<file path="config.mk">
export PLATFORM = sky130hd
export DESIGN_NAME = vga_scanout
export DESIGN_NICKNAME = d
export VERILOG_FILES = /design/src/rtl/gfx_pkg.sv /design/src/rtl/vga_timing_gen.sv /design/src/rtl/vga_scanout.sv
export SDC_FILE = /design/constraint.sdc
export NUM_CORES = 1
export LEC_CHECK = 0
export CORE_MARGIN = 10
export CORE_UTILIZATION = 50
export CTS_CLUSTER_SIZE = 30
export DETAILED_ROUTE_END_ITERATION = 8
export GPL_TIMING_DRIVEN = 0
export PLACE_DENSITY = 0.76
export SLEW_MARGIN = 5
export SYNTH_ARGS = -nofsm -noshare
export SYNTH_HDL_FRONTEND = slang
export SYNTH_HIERARCHICAL = 1
export SYNTH_SLANG_ARGS = --single-unit
export TNS_END_PERCENT = 100
</file>
<file path="constraint.sdc">
create_clock -name clk -period 2.6 [get_ports clk]
set_clock_uncertainty 0.2 [all_clocks]
set_input_delay 0.39 -clock clk [delete_from_list [all_inputs] [get_ports clk]]
set_output_delay 0.39 -clock clk [all_outputs]
set_load 0.01 [all_outputs]
</file>
<file path="src/rtl/gfx_pkg.sv">
// Shared graphics constants and types: frame-buffer geometry, VGA 640x480@60
// timing, the RGB444 pixel layout and the sync/flag bundle used by scan-out.
package gfx_pkg;

  // Frame-buffer geometry (written by the rasterizer, read by scan-out)
  localparam int FB_W      = 320;
  localparam int FB_H      = 240;
  localparam int FB_DEPTH  = FB_W * FB_H;
  localparam int PIX_W     = 12;
  localparam int FB_ADDR_W = 17;

  // System clocks per VGA pixel
  localparam int CLK_DIV = 4;

  // VGA 640x480@60 horizontal timing, in pixels
  localparam int H_ACTIVE = 640;
  localparam int H_FP     = 16;
  localparam int H_SYNC   = 96;
  localparam int H_BP     = 48;
  localparam int H_TOTAL  = H_ACTIVE + H_FP + H_SYNC + H_BP;

  // VGA 640x480@60 vertical timing, in lines
  localparam int V_ACTIVE = 480;
  localparam int V_FP     = 10;
  localparam int V_SYNC   = 2;
  localparam int V_BP     = 33;
  localparam int V_TOTAL  = V_ACTIVE + V_FP + V_SYNC + V_BP;

  // One RGB444 pixel as stored in the frame buffer
  typedef struct packed {
    logic [3:0] r;
    logic [3:0] g;
    logic [3:0] b;
  } rgb444_t;

  // Per-pixel flags that travel down the scan-out pipeline beside the colour
  typedef struct packed {
    logic active;
    logic hsync_n;
    logic vsync_n;
    logic vblank;
    logic frame_start;
  } scan_flags_t;

  // Idle flag value: blanked, syncs deasserted, no strobes
  localparam scan_flags_t FLAGS_IDLE = '{
    active:      1'b0,
    hsync_n:     1'b1,
    vsync_n:     1'b1,
    vblank:      1'b0,
    frame_start: 1'b0
  };

  // Address of the first pixel of the bottom frame-buffer row (shown on line 0)
  function automatic int unsigned fb_top_base(input int unsigned w, input int unsigned h);
    return (h - 1) * w;
  endfunction

endpackage

</file>
<file path="src/rtl/vga_timing_gen.sv">
// VGA raster timing: pixel-enable divider, horizontal/vertical counters and
// the combinational active/sync/vblank/frame-start flags for the current pixel.
// The first divider tick after reset or enable lands on pixel (0,0) rather than
// stepping past it, so every frame starts with its top-left pixel.
module vga_timing_gen #(
  parameter int CLK_DIV  = 4,
  parameter int H_ACTIVE = 640,
  parameter int H_FP     = 16,
  parameter int H_SYNC   = 96,
  parameter int H_BP     = 48,
  parameter int V_ACTIVE = 480,
  parameter int V_FP     = 10,
  parameter int V_SYNC   = 2,
  parameter int V_BP     = 33,
  parameter int HW       = $clog2(H_ACTIVE + H_FP + H_SYNC + H_BP),
  parameter int VW       = $clog2(V_ACTIVE + V_FP + V_SYNC + V_BP)
) (
  input  logic          clk,
  input  logic          rst_n,
  input  logic          i_enable,
  output logic          o_pix_start,
  output logic [HW-1:0] o_h_cnt,
  output logic [VW-1:0] o_v_cnt,
  output logic          o_active,
  output logic          o_hsync_n,
  output logic          o_vsync_n,
  output logic          o_vblank,
  output logic          o_frame_start
);

  localparam int H_TOTAL  = H_ACTIVE + H_FP + H_SYNC + H_BP;
  localparam int V_TOTAL  = V_ACTIVE + V_FP + V_SYNC + V_BP;
  localparam int HS_START = H_ACTIVE + H_FP;
  localparam int HS_END   = HS_START + H_SYNC;
  localparam int VS_START = V_ACTIVE + V_FP;
  localparam int VS_END   = VS_START + V_SYNC;
  localparam int DW       = $clog2(CLK_DIV);

  logic [DW-1:0] div_q, div_d;
  logic [HW-1:0] h_q, h_d;
  logic [VW-1:0] v_q, v_d;
  logic          run_q, run_d;
  logic          pix_q, pix_d;
  logic          tick;

  assign tick = (div_q == DW'(CLK_DIV - 1));

  // Next state: divider every clk, raster position on each pixel tick
  always_comb begin
    div_d = div_q;
    h_d   = h_q;
    v_d   = v_q;
    run_d = run_q;
    pix_d = 1'b0;
    if (!i_enable) begin
      div_d = '0;
      h_d   = '0;
      v_d   = '0;
      run_d = 1'b0;
    end else begin
      div_d = tick ? '0 : div_q + DW'(1);
      if (tick) begin
        pix_d = 1'b1;
        if (!run_q) begin
          run_d = 1'b1;
        end else if (h_q == HW'(H_TOTAL - 1)) begin
          h_d = '0;
          v_d = (v_q == VW'(V_TOTAL - 1)) ? '0 : v_q + VW'(1);
        end else begin
          h_d = h_q + HW'(1);
        end
      end
    end
  end

  // Counter state registers
  always_ff @(posedge clk or negedge rst_n) begin
    if (!rst_n) begin
      div_q <= '0;
      h_q   <= '0;
      v_q   <= '0;
      run_q <= 1'b0;
      pix_q <= 1'b0;
    end else begin
      div_q <= div_d;
      h_q   <= h_d;
      v_q   <= v_d;
      run_q <= run_d;
      pix_q <= pix_d;
    end
  end

  assign o_pix_start   = pix_q;
  assign o_h_cnt       = h_q;
  assign o_v_cnt       = v_q;
  assign o_active      = run_q && (h_q < HW'(H_ACTIVE)) && (v_q < VW'(V_ACTIVE));
  assign o_hsync_n     = !(run_q && (h_q >= HW'(HS_START)) && (h_q < HW'(HS_END)));
  assign o_vsync_n     = !(run_q && (v_q >= VW'(VS_START)) && (v_q < VW'(VS_END)));
  assign o_vblank      = run_q && (v_q >= VW'(V_ACTIVE));
  assign o_frame_start = pix_q && run_q && (h_q == '0) && (v_q == '0);

endmodule

</file>
<file path="src/rtl/vga_scanout.sv">
// Frame-buffer scan-out to VGA. Each frame-buffer pixel covers 2x2 screen
// pixels and the image is flipped vertically: the bottom frame-buffer row is
// shown first. Row bases are stepped incrementally, and the colour plus flags
// leave through a 3-stage pipeline (address, memory read, output register).
module vga_scanout #(
  parameter int FB_W     = gfx_pkg::FB_W,
  parameter int FB_H     = gfx_pkg::FB_H,
  parameter int ADDR_W   = gfx_pkg::FB_ADDR_W,
  parameter int PIX_W    = gfx_pkg::PIX_W,
  parameter int CLK_DIV  = gfx_pkg::CLK_DIV,
  parameter int H_ACTIVE = gfx_pkg::H_ACTIVE,
  parameter int H_FP     = gfx_pkg::H_FP,
  parameter int H_SYNC   = gfx_pkg::H_SYNC,
  parameter int H_BP     = gfx_pkg::H_BP,
  parameter int V_ACTIVE = gfx_pkg::V_ACTIVE,
  parameter int V_FP     = gfx_pkg::V_FP,
  parameter int V_SYNC   = gfx_pkg::V_SYNC,
  parameter int V_BP     = gfx_pkg::V_BP
) (
  input  logic              clk,
  input  logic              rst_n,
  input  logic              i_enable,
  output logic [ADDR_W-1:0] o_fb_addr,
  output logic              o_fb_re,
  input  logic [PIX_W-1:0]  i_fb_data,
  output logic [3:0]        o_vga_r,
  output logic [3:0]        o_vga_g,
  output logic [3:0]        o_vga_b,
  output logic              o_hsync,
  output logic              o_vsync,
  output logic              o_vblank,
  output logic              o_frame_start
);

  import gfx_pkg::*;

  localparam int H_TOTAL = H_ACTIVE + H_FP + H_SYNC + H_BP;
  localparam int V_TOTAL = V_ACTIVE + V_FP + V_SYNC + V_BP;
  localparam int HW      = $clog2(H_TOTAL);
  localparam int VW      = $clog2(V_TOTAL);
  localparam logic [ADDR_W-1:0] TOP_BASE = ADDR_W'(fb_top_base(FB_W, FB_H));
  localparam logic [ADDR_W-1:0] ROW_STEP = ADDR_W'(FB_W);

  logic          pix_start;
  logic [HW-1:0] h_cnt;
  logic [VW-1:0] v_cnt;
  scan_flags_t   cur_flags;

  vga_timing_gen #(
    .CLK_DIV  (CLK_DIV),
    .H_ACTIVE (H_ACTIVE),
    .H_FP     (H_FP),
    .H_SYNC   (H_SYNC),
    .H_BP     (H_BP),
    .V_ACTIVE (V_ACTIVE),
    .V_FP     (V_FP),
    .V_SYNC   (V_SYNC),
    .V_BP     (V_BP),
    .HW       (HW),
    .VW       (VW)
  ) u_timing (
    .clk           (clk),
    .rst_n         (rst_n),
    .i_enable      (i_enable),
    .o_pix_start   (pix_start),
    .o_h_cnt       (h_cnt),
    .o_v_cnt       (v_cnt),
    .o_active      (cur_flags.active),
    .o_hsync_n     (cur_flags.hsync_n),
    .o_vsync_n     (cur_flags.vsync_n),
    .o_vblank      (cur_flags.vblank),
    .o_frame_start (cur_flags.frame_start)
  );

  // Stage 1: address/strobe and the flags of the pixel being fetched
  logic [ADDR_W-1:0] row_base_q, row_base_d;
  logic [ADDR_W-1:0] fb_addr_q, fb_addr_d;
  logic              fb_re_q, fb_re_d;
  scan_flags_t       s1_q, s1_d;
  // Stage 2: memory read in flight
  scan_flags_t       s2_q, s2_d;
  logic              s2_re_q, s2_re_d;
  // Stage 3: registered pins
  scan_flags_t       out_q, out_d;
  rgb444_t           rgb_q, rgb_d;

  logic [ADDR_W-1:0] col;
  logic              line_end;

  assign col      = ADDR_W'(h_cnt >> 1);
  assign line_end = pix_start && (h_cnt == HW'(H_TOTAL - 1));

  // Pipeline next state; a low enable clears every stage to its idle value
  always_comb begin
    row_base_d = row_base_q;
    fb_addr_d  = fb_addr_q;
    fb_re_d    = 1'b0;
    s1_d       = s1_q;
    s2_d       = s2_q;
    s2_re_d    = 1'b0;
    out_d      = out_q;
    rgb_d      = rgb_q;
    if (!i_enable) begin
      row_base_d = TOP_BASE;
      fb_addr_d  = '0;
      s1_d       = FLAGS_IDLE;
      s2_d       = FLAGS_IDLE;
      out_d      = FLAGS_IDLE;
      rgb_d      = '0;
    end else begin
      // One read per screen pixel; each source pixel is fetched twice per line
      if (pix_start && cur_flags.active) begin
        fb_re_d   = 1'b1;
        fb_addr_d = row_base_q + col;
      end
      // Step up one source row after every second active line; the last
      // active line keeps base 0 so the register never wraps, and the final
      // pixel of the frame reloads the bottom row for the next frame.
      if (line_end) begin
        if (v_cnt == VW'(V_TOTAL - 1)) begin
          row_base_d = TOP_BASE;
        end else if (v_cnt[0] && (v_cnt < VW'(V_ACTIVE - 1))) begin
          row_base_d = row_base_q - ROW_STEP;
        end
      end
      s1_d    = cur_flags;
      s2_d    = s1_q;
      s2_re_d = fb_re_q;
      out_d   = s2_q;
      // Capture read data on the clk it arrives; hold it for the rest of the
      // pixel period and force black outside the active region.
      if (s2_re_q) begin
        rgb_d = rgb444_t'(i_fb_data[11:0]);
      end else if (!s2_q.active) begin
        rgb_d = '0;
      end
    end
  end

  // Pipeline registers
  always_ff @(posedge clk or negedge rst_n) begin
    if (!rst_n) begin
      row_base_q <= TOP_BASE;
      fb_addr_q  <= '0;
      fb_re_q    <= 1'b0;
      s1_q       <= FLAGS_IDLE;
      s2_q       <= FLAGS_IDLE;
      s2_re_q    <= 1'b0;
      out_q      <= FLAGS_IDLE;
      rgb_q      <= '0;
    end else begin
      row_base_q <= row_base_d;
      fb_addr_q  <= fb_addr_d;
      fb_re_q    <= fb_re_d;
      s1_q       <= s1_d;
      s2_q       <= s2_d;
      s2_re_q    <= s2_re_d;
      out_q      <= out_d;
      rgb_q      <= rgb_d;
    end
  end

  assign o_fb_addr     = fb_addr_q;
  assign o_fb_re       = fb_re_q;
  assign o_vga_r       = rgb_q.r;
  assign o_vga_g       = rgb_q.g;
  assign o_vga_b       = rgb_q.b;
  assign o_hsync       = out_q.hsync_n;
  assign o_vsync       = out_q.vsync_n;
  assign o_vblank      = out_q.vblank;
  assign o_frame_start = out_q.frame_start;

endmodule

</file>
==> results of run 1 <==
-- timing repair --
action / CTS / global route
pin swaps: 1 / 0
hold buffers: 1 / 0
buffers inserted: 2 / 0
gates cloned: 0 / 0
endpoints found under the hold margin: 33 / 0
endpoints found under the setup margin: 1 / 3
resized for setup: 0 / 3
-- cells by family after synthesis --
kind of cell,synth area share [%]
buffers and inverters,3.40
xor gates and xnor gates,4.37
and+or+nand+nor,21.2
adders and majority gates,3.12
muxes,1.31
DFF,50.3
AOI/OAI and AO/OA,16.3
-- area by class of cell --
| cell class | count | area, um^2 | share of cell area (%) |
|---|---|---|---|
| Clock buffer | 9 | 124 | 2.54 |
| Timing Repair Buffer | 52 | 523 | 10.7 |
| Clock inverter | 7 | 78.8 | 1.62 |
| Inverter | 12 | 45.0 | 0.925 |
| Multi-Input combinational cell | 269 | 1860 | 38.2 |
| Sequential cell | 80 | 2020 | 41.4 |
| Buffer | 16 | 92.6 | 1.90 |
| Tap cell | 102 | 128 | 2.62 |
-- flip-flops by register name (all words and copies together), names as in the netlist, 2 cells and up --
signal	cells
o_vga_g	4
o_vga_b	4
s1_q	5
o_fb_addr	17
u_timing/div_q	2
row_base_q	11
u_timing/o_h_cnt	10
s2_q	5
u_timing/o_v_cnt	10
o_vga_r	4
-- final timing paths --
path                                     end  slack (ns)
max                           row_base_q[16]        0.11
max in group asynchronous            s2_q[2]        1.20
min in group asynchronous         o_vga_b[2]        0.34
max reg2reg                   row_base_q[16]        0.11
min                        u_timing/div_q[0]        0.23
min reg2reg                u_timing/div_q[0]        0.23
-- through the flow --
| stage | setup TNS, ns | instances | utilization, % | power, uW | worst slack (ns) |
|---|---|---|---|---|---|
| after floorplan | 0 | 377 | - | 1440 | 0.192 |
| after global placement | -129.74 | 527 | 59.4 | 1510 | -1.76 |
| after detailed placement | -0.332 | 528 | 59.7 | 1520 | -0.0864 |
| after CTS | 0 | 547 | 62.6 | 2460 | 0.0741 |
| after global routing | 0 | 547 | 62.7 | 2550 | 0.0168 |
| final | 0 | 547 | 62.7 | 2440 | 0.112 |
-- worst max-delay path, delay by kind of cell (launching register included) --
family | cells | cell delay (ns)
flops | 1 | 0.51
compound gates | 2 | 0.50
simple gates | 2 | 0.85
mux | 1 | 0.36
-- cell usage after synthesis (all sizes together), types with 8 or more instances --
cell,instances
nand2b,12
xor2,12
a22o,8
nand3,14
nor2,17
dfstp,12
ha,10
nand4,10
clkbuf,11
dfrtp,68
o21ai,21
a31oi,10
inv,11
and2,14
a22oi,13
xnor2,8
nand2,33
nor2b,15
-- routing by layer --
metal  global-route usage [%]  share of wire [%]  up-vias
li1                         -                  -     1493
met4                     5.11               0.87        0
met3                     2.75                5.5        6
met1                     20.7                 45     1544
met2                     23.9                 48       73
met5                        0                  0        -
-- power by group --
group	total [uW]	leakage, uW	switching, uW	internal, uW
Combinational	213	0.000847	129	84.2
Clock	937	0.0000982	482	455
Sequential	1290	0.00107	14.8	1270
==> results.md, run 1 <==
* Area after DPL at roughly 0.0046 mm^2
* Most used DFF post-synth: dfrtp_1
* Final count of hold timing violations at 0
* DPL Wire Length at ~6.2 mm
* VDD IR-drop max at approximately 0.00025 V
* Starting DRT DRC Count at between 100 and 150
* Design area at about 0.0049 mm^2
* CP required at around 2.7 ns
* Crit path DAT at 2.57 ns
* Leakage dissipation at just over 0.002 uW
* Crit Reg-Reg Startpoint: u_timing/o_v_cnt[4]
* CTS tree: yes
* Crit path max fanout at 9
* Slowest-stage cell, CP: or4_4
* Area share of the largest cell type after synthesis at 42.4%
* Post-Synthesis Net Count at 402
* Die Y at between 100 and 150 um
* DRC Markers at 0
* Fmax at roughly 400 MHz
* Most frequent cells in the layout: dfrtp_1 (68), clkdlybuf4s50_1 (47), nand2_1 (32)
* Crit path kind: flip-flop to flip-flop
* Initial antenna violation count at 0
* Crit end category: flip-flop
* Post-synth cell types at between 60 and 70
* Most common cell after layout, fill and taps aside: dfrtp_1
* Post-layout min period at approximately 2.5 ns
* EDFF count, synth at 0
* Synth async-reset ratio at between 90% and 100%
* Routed WL per cell at 16.0 um
* Max H-tree Level at 3
* Via/cell ratio at roughly 5.7
* Post-synthesis sequential area ratio at roughly half
* Fin Hold WS at approximately 0.23 ns
* Critical Path Source Type: flip-flop
* Die Footprint at 0.0120 mm^2
* Gr ovfl total at 0
* Num ports at between 40 and 50
* Total iterations of the first detailed-routing run at 4
* R2r worst-path depth at 5
* Vias in the first global route at 2961
* RSZ-0062 raised after global routing: no
* # clock sinks at 80
* CTS Buffer Depth at 2
* Area growth, synth to finish at 21.5%
* HP Start: u_timing/div_q[0]
* Final WL at 8.75 mm
* Worst Hold Class: flip-flop to flip-flop
* Clk pin slew, worst setup/hold paths at roughly 0.090 ns
* Synth top area cells: dfrtp_1 (42%), dfstp_2 (7.9%), ha_1 (3.1%)
* PortBufs at 48
* Final setup viols at 0
* Core Region at slightly below 0.008 mm^2
* Cell Pwr Density at 501 mW/mm^2
* Syn Std Cell Area at roughly 0.004 mm^2
* Worst path max stage delay at around 0.57 ns
* Fill count at 650
* Final Wtd Congestion at approximately 0.87
* Latest clock arrival within the worst-skew pair at 0.35 ns
* Hold path depth at 1
* Post-route antenna net violation count at 0
* Ant. Diodes at 0
* Worst Tran Pin Value at 0.671 ns
* Row cnt at 32
* Number of synthesized register bits at 80
* CP startpoint: u_timing/o_v_cnt[4]
* Final slew viol count at 0
* First-pass GRT wire length at 14.8 mm
* Cells after Synth at 377
* Critical path, cell by cell: or4_4 -> o41ai_4 -> o21ai_2 -> nor4_2 -> mux2_2
* Gr usage total at 15.2%
* Yosys warns at 6
* Area leader, netlist: dfrtp_1
* Relative slew slack at ~55%
* Max-Cap Viols at 0
* Die W at 110 um
* Fin nets at about 470
* Largest net degree at the start of global routing at between 40 and 50
* Initial core utilization at between 50% and 60%
* Status: complete, no violations
* Fraction of layout cells with a size suffix above 1 at between 10% and 20%
* Synthesized area per cell at around 11 um^2
* Final period utilization at a little over nine tenths
* Root Driver: clkbuf_8
* Routed via count at approximately 3100
* CTS buffer count at 9
(Power assumes the default switching activity.)
==> inputs of run 2 (changes only) <==
PLACE_DENSITY = 0.75   (was 0.76)
SLEW_MARGIN = unset   (was 5)
==> run 2 against run 1 <==
Non-clock buffer count down 1. Worst hold slack better by 0.0084 ns. Global-route usage up 0.34 points. Via count down 1.2%. Sequential share of layout area up 0.20 points. Sequential power about the same. Combinational power about the same. Sequential cell count unchanged. Critical path type unchanged. Largest power group unchanged. Highest routed layer unchanged.
==> results.md, run 2 (same netlist as run 1, synthesis figures left out) <==
* Status: complete, no violations
* Ant. Diodes at 0 (unchanged)
* Die Footprint at 0.0120 mm^2 (unchanged)
* Die W at 110 um (unchanged)
* Die Y at 110 um (unchanged)
* Fraction of layout cells with a size suffix above 1 at 11.7% (-1.1 points)
* Worst Tran Pin Value at 0.636 ns (-0.0348 ns)
* Max-Cap Viols at 0 (unchanged)
* Initial core utilization at 51.6% (unchanged)
* Hold path depth at 1 (unchanged)
* Core Region at 0.00777 mm^2 (unchanged)
* Via/cell ratio at 5.65 (-0.86%)
* DPL Wire Length at 6.47 mm (+4.0%)
* Most common cell after layout, fill and taps aside: dfrtp_1
* CP required at 2.67 ns (about the same)
* Post-layout min period at 2.52 ns (+0.0270 ns)
* DRC Markers at 0 (unchanged)
* Largest net degree at the start of global routing at 55 (+31%)
* Max H-tree Level at 3 (unchanged)
* Total iterations of the first detailed-routing run at 5 (+1)
* Gr ovfl total at 0 (unchanged)
* Top Family by Delay on Critical Path: simple AND/OR/NAND/NOR gates
* Latest clock arrival within the worst-skew pair at 0.34 ns (about the same)
* Initial antenna violation count at 0 (unchanged)
* R2r endpoint: row_base_q[16]
* Area growth, synth to finish at 20.9%
* Cell Pwr Density at 490 mW/mm^2 (-2.3%)
* PortBufs at 48 (unchanged)
* Critical Path Source Type: flip-flop
* Row cnt at 32 (unchanged)
* Critical path, cell by cell: or4_4 -> o41ai_4 -> o21ai_2 -> nor4_2 -> mux2_2
* RSZ-0062 raised after global routing: no
* R2r worst-path depth at 5 (unchanged)
* Final Wtd Congestion at 0.871 (-0.19%)
* CTS buffer count at 9 (unchanged)
* Crit path max fanout at 9 (unchanged)
* Vias in the first global route at 3036 (+2.5%)
* Area after DPL at 0.00464 mm^2 (+0.16%)
* Relative slew slack at 57.2% (+2.3 points)
* Power, Total at 2370 uW (-2.7%)
* VDD IR-drop max at 0.000238 V (-3.2%)
* Crit end category: flip-flop
* Final count of hold timing violations at 0 (unchanged)
* Worst Setup EP: row_base_q[16]
* Slowest-stage cell, CP: or4_4
* Fmax at 398 MHz (-1.1%)
* Routed via count at 3078 (-1.2%)
* Final WL at 8.93 mm (+2.0%)
* Root Driver: clkbuf_8
* Worst path max stage delay at 0.58 ns (about the same)
* Worst Hold Class: flip-flop to flip-flop
* Leakage dissipation at 0.00201 uW (-0.46%)
* Post-Route Utilization at 62.4% (-0.31 points)
* Routed WL per cell at 16.4 um (+2.4%)
* Crit path DAT at 2.58 ns (about the same)
* Crit path kind: flip-flop to flip-flop
* Design area at 0.00485 mm^2 (-0.49%)
* Buf+Inv Stages, Crit Path at 0 (unchanged)
* Gr usage total at 15.5% (+0.34 points)
* Clk pin slew, worst setup/hold paths at 0.08 ns (about the same)
* CTS tree: yes
* Final period utilization at 96.7% (+1.0 points)
* Post-route antenna net violation count at 0 (unchanged)
* Crit Reg-Reg Startpoint: u_timing/o_v_cnt[4]
* Most frequent cells in the layout: dfrtp_1 (68), clkdlybuf4s50_1 (47), nand2_1 (32)
* Final setup viols at 0 (unchanged)
* Fin nets at 464 (-0.22%)
* WP depth at 5 (unchanged)
* Num ports at 49 (unchanged)
* Final slew viol count at 0 (unchanged)
* Reg2Reg Setup Slack at 0.08 ns (-0.03 ns)
* CTS Buffer Depth at 2 (unchanged)
* # clock sinks at 80 (unchanged)
* Max reg flops at 17 (unchanged)
* First-pass GRT wire length at 15.0 mm (+1.3%)
* Starting DRT DRC Count at 181 (+25%)
* CP startpoint: u_timing/o_v_cnt[4]
run 2: cell count changes in the layout (fill, tap and decap cells not counted):
| cell | previous run | this run |
|---|---|---|
| buf_12 | 1 | 0 |
| clkinvlp_4 | 2 | 0 |
| inv_6 | 2 | 0 |
| buf_4 | 3 | 2 |
| clkbuf_1 | 10 | 13 |
| clkinv_4 | 0 | 1 |
| buf_16 | 0 | 1 |
| inv_8 | 1 | 0 |
run 2: repair_timing:
item	4_1_cts	5_1_grt
hold buffers	1	0
pin swaps	1	0
setup endpoints to repair	2	4
gates resized for setup	0	3
hold endpoints to repair	23	0
buffers inserted	1	0
run 2: how the worst min path moves through the flow:
stage	start	endpoint	slack, ns
final	u_timing/div_q[0]	u_timing/div_q[0]	0.24
after global placement	u_timing/div_q[0]	u_timing/div_q[0]	0.22
after CTS	u_timing/div_q[0]	u_timing/div_q[0]	0.24
after global routing	u_timing/div_q[0]	u_timing/div_q[0]	0.26
after floorplan	rst_n	o_fb_addr[0]	-0.11
after detailed placement	rst_n	o_vga_g[3]	0.13
run 2: final cells by class:
class	count	area (um^2)
inverters	12	45.0
fillers	644	2920
clock buffers	12	135
multi-input cells	269	1860
plain buffers	16	92.6
flip-flops and latches	80	2020
repair buffers	51	523
clock inverters	3	43.8
well taps	102	128
run 2: power by group:
part	switching, uW	total (uW)	internal, uW
clock network	429	870	440
logic	129	214	84.7
registers	14.6	1290	1270
run 2: per-stage QoR:
| stage | cells | TNS, ns | worst slack [ns] | hold slack, ns |
|---|---|---|---|---|
| finish | 545 | 0 | 0.0849 | 0.238 |
| global route | 545 | 0 | 0.00315 | 0.256 |
| CTS | 545 | 0 | 0.0140 | 0.243 |
| detailed placement | 528 | -0.520 | -0.123 | 0.134 |
| global placement | 527 | -130.91 | -1.77 | 0.218 |
| floorplan | 377 | 0 | 0.192 | -0.106 |
run 2: layer usage:
metal	up-vias	share of wire [%]	GRT usage, %
met3	15	5.3	3.16
met2	80	49	25.9
li1	1484	-	-
met5	-	0	0
met4	0	1.2	4.83
met1	1499	44	19.8
